File: config.mk
export PLATFORM = sky130hd
export DESIGN_NAME = axis_block_sig_gen
export DESIGN_NICKNAME = d
export VERILOG_FILES = /design/src/rtl/axis_block_sig_gen.sv
export SDC_FILE = /design/constraint.sdc
export NUM_CORES = 1
export LEC_CHECK = 0
export ABC_AREA = 1
export BUFFER_PORTS_ARGS = -buffer_cell sky130_fd_sc_hd__buf_2
export CORE_ASPECT_RATIO = 0.9
export CORE_MARGIN = 4
export CORE_UTILIZATION = 56
export DETAILED_ROUTE_END_ITERATION = 12
export GPL_TIMING_DRIVEN = 0
export PLACE_DENSITY_LB_ADDON = 0.15
export RECOVER_POWER = 25
export SLEW_MARGIN = 20
export SYNTH_ARGS = -nofsm -noshare
export SYNTH_HDL_FRONTEND = slang
export SYNTH_SLANG_ARGS = --single-unit
File: constraint.sdc
create_clock -name clock -period 2.6 [get_ports clock]
set_input_delay 0.26 -clock clock [delete_from_list [all_inputs] [get_ports clock]]
set_output_delay 0.26 -clock clock [all_outputs]
set_load 0.005 [all_outputs]
File: src/rtl/axis_block_sig_gen.sv
// Per-channel AXI-Stream stall detector for the deadlock-monitor block-signal bus.
// Flags channels stalled STALL_THRESH consecutive non-idle cycles and latches the first to block.
module axis_block_sig_gen #(
  parameter int              NUM_CH       = 15,
  parameter int              STALL_THRESH = 1024,
  parameter logic [NUM_CH-1:0] CONS_MASK  = NUM_CH'(15'h0003)
) (
  input  logic              clock,
  input  logic              reset,
  input  logic [NUM_CH-1:0] ch_tvalid,
  input  logic [NUM_CH-1:0] ch_tready,
  input  logic              inst_idle,
  input  logic              clear_first,
  output logic [NUM_CH-1:0] axis_block_sigs,
  output logic              first_block_vld,
  output logic [4:0]        first_block_idx,
  output logic              any_block
);

  localparam int CW = $clog2(STALL_THRESH + 1);
  localparam logic [CW-1:0] THRESH = CW'(STALL_THRESH);

  logic [CW-1:0]     cnt     [NUM_CH];
  logic [CW-1:0]     cnt_nxt [NUM_CH];
  logic [NUM_CH-1:0] stall;
  logic [NUM_CH-1:0] blk_nxt;
  logic [NUM_CH-1:0] rise;
  logic              rise_found;
  logic [4:0]        rise_idx;
  logic              vld_nxt;
  logic [4:0]        idx_nxt;

  always_comb begin
    stall   = '0;
    blk_nxt = '0;
    for (int unsigned i = 0; i < NUM_CH; i++) begin
      stall[i] = CONS_MASK[i] ? (ch_tready[i] & ~ch_tvalid[i])
                              : (ch_tvalid[i] & ~ch_tready[i]);
      if (inst_idle || !stall[i])
        cnt_nxt[i] = '0;
      else if (cnt[i] == THRESH)
        cnt_nxt[i] = cnt[i];
      else
        cnt_nxt[i] = cnt[i] + 1'b1;
      blk_nxt[i] = (cnt_nxt[i] == THRESH);
    end
  end

  // Lowest rising index wins when several channels block on the same edge.
  always_comb begin
    rise       = blk_nxt & ~axis_block_sigs;
    rise_found = 1'b0;
    rise_idx   = '0;
    for (int unsigned i = 0; i < NUM_CH; i++) begin
      if (rise[i] && !rise_found) begin
        rise_found = 1'b1;
        rise_idx   = 5'(i);
      end
    end
  end

  // clear_first coinciding with a rise re-captures instead of clearing.
  always_comb begin
    vld_nxt = first_block_vld;
    idx_nxt = first_block_idx;
    if ((!first_block_vld || clear_first) && rise_found) begin
      vld_nxt = 1'b1;
      idx_nxt = rise_idx;
    end else if (clear_first) begin
      vld_nxt = 1'b0;
      idx_nxt = '0;
    end
  end

  always_ff @(posedge clock) begin
    if (reset) begin
      for (int unsigned i = 0; i < NUM_CH; i++) cnt[i] <= '0;
      axis_block_sigs <= '0;
      any_block       <= 1'b0;
      first_block_vld <= 1'b0;
      first_block_idx <= '0;
    end else begin
      for (int unsigned i = 0; i < NUM_CH; i++) cnt[i] <= cnt_nxt[i];
      axis_block_sigs <= blk_nxt;
      any_block       <= |blk_nxt;
      first_block_vld <= vld_nxt;
      first_block_idx <= idx_nxt;
    end
  end

endmodule

# Word-level counts from Yosys, hierarchy flattened
# Memory sizes are Yosys's and may differ from the RTL's.
# Index checks and enable logic that the tools add are counted.
# totals
elab_cells,241
memories,1
register_bits,22
ram_bits,165
inputBits,34
out_inout_bits,22
# memory_table
name,words,width,rd,rd_clocked_by_memory_dff,write_ports,line_no,text
cnt,15,11,15,0,15,23,logic [CW-1:0] cnt [NUM_CH];
# op_classes
reduce_logical,63
eq_ne,30
mux,81
n_addsub,15
bitwise_logic,47
# op_table
operator,n
$mux 11,45
$eq 11x11->1 const B,30
$add 11x1->11 const B,15
$mux 5,15
$logic_not 1->1,30
$mux 1,21
$logic_or 1x1->1,16
$and 1x1->1,15
$and 15x15->15,1
$logic_and 1x1->1,15
$not 1->1,15
$not 15->15,1
$or 1x1->1,15
$reduce_or 15->1,1
$reduce_bool 2->1,1

# Logic depth before layout (Yosys ltp)
# depth
word_depth,52
depth_mapped,22

# Worst setup path before layout
# No wires, ideal clock.
# synth_path
kind,register to register
startpoint,memory cnt[1][55] (netlist bit)
endpoint,register first_block_idx[1]
setup_time_ns,0.071
period_less_slack_ns,2.384
arrival_time_ns,2.313
slack_ns,0.216
stages_incl_launch_ff,15
required_ns,2.529
cell_sequence,dfxtp_1 -> ha_1 -> nand2_1 -> nor3_1 -> nand3_1 -> nor3_1 -> xor2_1 -> nor2_1 -> nand3_1 -> or4_4 -> nand4_2 -> nand2_2 -> inv_1 -> nand2_1 -> a21oi_1
# synth_rtl
element,line_no,text
"start, declared",23,
"end signal, assigned",87,first_block_idx <= idx_nxt;
"end, declared",16,"output logic [4:0] first_block_idx,"

==> impl_metrics.toml <==
[outcome]
outcome = "finished, violations left"
failed_checks = "negative setup slack"

[placement]
hpwlAfterDp_um = 20670
dp_cells = 2030
gp_congestion = 0.9064
port_buffers = 53

[timing]
min_period_ps = 2652
fin_skew_ps = 17.86
worst_slack_ps = -52.04
finalCritPeriodShare = 1.020
max_freq_ghz = 0.3771
finalMaxSlewViolations = 0
finalHoldViolCount = 0
holdWs_ps = 157.7
fin_setup_tns_ps = -193.0
max_slew_margin = 0.4796
tightest_slew_ps = 780.6
setup-violations-final = 5
rsz0062_at_grt = "yes"

[die]
die-area_um2 = 22400
ios = 56
core.rowCount = 48
initial_core_util = 0.5774
fp.coreArea_um2 = 19460
die_h_um = 142.4
chipWidth_um = 157.3

[cells_and_area]
layout-drive-gt1-share = 0.1622
n_antenna_cell = 0
fillCellCount = 1720
seqCellArea_um2 = 3771
final_nets = 1900
syn2layout_area_growth_pct = 16.66
multiInputGateArea_um2 = 6983
layoutNonFillerInstCount = 2099

[power]
power_density_nw_per_um2 = 420.6
p_comb_frac = 0.043
ir_worst_vdd_v = 0.0003990
internal-power_mw = 4.181
clkPwrFrac = 0.439
power_mw = 5.513
p_leak_nw = 5.827
p_seq_frac = 0.518
p_sw_frac = 0.2417
switchingPower_mw = 1.333

[run]
max_cap_violations = 0

[cts]
path_clk_slew_ps = 70
clockBufferDepth = 2
numClockSinks = 186
cts_max_level = 4
cts_tree = "yes"
clk_latency_ps = 450
cts_root_buffer = "clkbuf_16"
numCtsBuffers = 17

[global_routing]
grt_max_degree = 17
grt_pass1_vias = 9955
grt_pass1_wl_um = 46330
grt_overflow = 0
track_usage = 0.2504
antenna_found_initial = 0

[setup_path]
r2r-start = "cnt[0][33]"
crit_type = "register to register"
crit_slowest_cell = "dfxtp_4"
endpoint_kind = "register"
crit_fanout = 4
arrival_ps = 3030
cp-start-kind = "register"
cp_cell_sequence = "inv_2 > ha_2 > nand3_2 > nor2_2 > nand2_2 > nand2_2 > nand3_4 > nand3_1 > nor2_1 > nand4_1 > nand2_1 > nor2_2 > nand4_1 > nor2_2 > nand4_1 > nor2_1 > o31ai_2 > nand2_1 > nand3_1 > a21oi_2"
rr_worst_depth = 20
reg2reg_setup_slack_ps = -50
required_ps = 2970
critPathMaxStageDelay_ps = 370
reg2reg_to = "first_block_idx[2]"

[synth]
yosysWarnings = 0
synthesis.nets = 1791
yosysUniqueCellTypes = 48
ys_seq_area_frac = 0.3314
syn_avg_cell_area_um2 = 6.506
ys_ff_latch = 186
synth_area_um2 = 11240
synth_edf_count = 0
synth_ff_type = "dfxtp_1"
async_flop_share = 0
synth_cells = 1727

[routing]
dr.pass1.iters = 6
highest_layer = "met4"
first_iter_violations = 771
drc = 0
vias = 11100
wl_met1_um = 13780
route.met2.wl_um = 12550
met3_length_um = 1362
vias_per_cell = 5.290
wire_per_inst_um = 13.39
drtAntennaViolNets = 0
wirelength_um = 28110

[hold_path]
min_to = "cnt[1][53]"
min_from = "ch_tvalid[12]"
hold_path_class = "primary input to register"
hold_depth = 3
==> per-layer routing <==
metal,track usage,vias to the layer above
li1,-,5753
met1,0.3615,5053
met2,0.3937,267
met3,0.03892,31
met4,0.06202,0
met5,0,-
==> metrics by stage <==
| stage | instance area, µm² | setup slack (ps) | util |
|---|---|---|---|
| CTS | 12770 | -32.12 | 0.6565 |
| finish | 13110 | -52.04 | 0.6736 |
| global route | 13110 | -264.5 | 0.6736 |
| global placement | 11810 | -214.5 | 0.6071 |
| floorplan | 11240 | 216.4 | - |
| detailed placement | 11810 | -238.1 | 0.6071 |
==> kinds of logic after synthesis <==
logic type,synth area share
xor gates and xnor gates,0.06771
adders and majority gates,0.03341
buffers and inverters,0.08485
other,0.0003338
DFF,0.3314
AOI/OAI and AO/OA,0.03463
and+or+nand+nor,0.4477
==> power by group through the flow <==
stage                     combinational (mW)  sequential [mW]  clock [mW]
after global placement                 0.217             2.93           0
after detailed placement               0.221             2.93           0
after floorplan                        0.142             2.93           0
after CTS                              0.230             2.86        2.45
after global routing                   0.268             2.86        2.58
final                                  0.239             2.86        2.42
==> cells in the mapped netlist, types with 4 or more instances <==
library cell | n | share of area
xnor2_1 | 14 | 0.011
xor2_1 | 71 | 0.055
nand4_1 | 72 | 0.040
nor2_1 | 381 | 0.13
buf_4 | 5 | 0.0033
nand2_2 | 11 | 0.0061
nor2_2 | 14 | 0.0078
nand4_2 | 4 | 0.0045
o21ai_0 | 27 | 0.012
nand2_1 | 343 | 0.11
o21bai_1 | 5 | 0.0033
nor3_1 | 52 | 0.023
nand3_2 | 10 | 0.0089
inv_1 | 203 | 0.068
o211ai_1 | 6 | 0.0040
nand3_1 | 170 | 0.076
a21oi_1 | 23 | 0.010
nor4_1 | 6 | 0.0033
clkbuf_1 | 20 | 0.0067
nand3b_1 | 9 | 0.0060
nor3_2 | 4 | 0.0036
ha_1 | 30 | 0.033
inv_2 | 11 | 0.0037
clkinv_1 | 4 | 0.0013
dfxtp_1 | 186 | 0.33
or2_2 | 9 | 0.0050
nor2_4 | 5 | 0.0050
==> cell type report <==
class,count,area share
Multi-Input combinational cell,1295,0.5327
Sequential cell,186,0.2877
Inverter,218,0.06338
Timing Repair Buffer,90,0.04076
Clock buffer,20,0.03408
Tap cell,250,0.02386
Buffer,28,0.01031
Clock inverter,12,0.007159
==> state kept, by name, indices dropped and copies added, names as in the netlist <==
| name | count |
|---|---|
| any_block | 1 |
| axis_block_sigs | 15 |
| cnt | 165 |
| first_block_idx | 4 |
| first_block_vld | 1 |
==> cells in the final DEF (no fill, tap or decap), types with 20 or more instances in the layout <==
| cell | netlist | layout |
|---|---|---|
| nor2_1 | 381 | 360 |
| nand2_1 | 343 | 335 |
| inv_1 | 203 | 192 |
| dfxtp_1 | 186 | 164 |
| nand3_1 | 170 | 151 |
| nand4_1 | 72 | 72 |
| xor2_1 | 71 | 70 |
| buf_2 | 1 | 44 |
| nor3_1 | 52 | 43 |
| buf_4 | 5 | 41 |
| clkbuf_1 | 20 | 32 |
| nor2_2 | 14 | 32 |
| nand3_2 | 10 | 27 |
| o21ai_0 | 27 | 23 |
| a21oi_1 | 23 | 21 |
| ha_1 | 30 | 20 |
==> worst max-delay path, delay by kind of cell, from the launching register on <==
family,cells,cell delay (ps)
buf+inv,1,60
compound gates,2,240
fa+ha+maj,1,170
simple gates,16,1740
flops,1,370
==> worst max-delay path by stage <==
stage                           from                  to  slack, ps  cells after the start
after global routing      cnt[0][33]  first_block_idx[2]       -260                     20
after detailed placement  cnt[0][22]  first_block_idx[2]       -240                     19
after CTS                  cnt[0][1]  first_block_idx[2]        -30                     20
after global placement    cnt[0][22]  first_block_idx[1]       -210                     20
after floorplan           cnt[1][55]  first_block_idx[1]        220                     14
final                     cnt[0][33]  first_block_idx[2]        -50                     20
==> repair_timing <==
action                     CTS  global route
setup buffers               27            10
pin swaps                   23            37
hold buffers                 0             0
gates resized for setup     61            87
setup endpoints to repair    5             7
No activity file was read; power rests on OpenSTA's default activity.
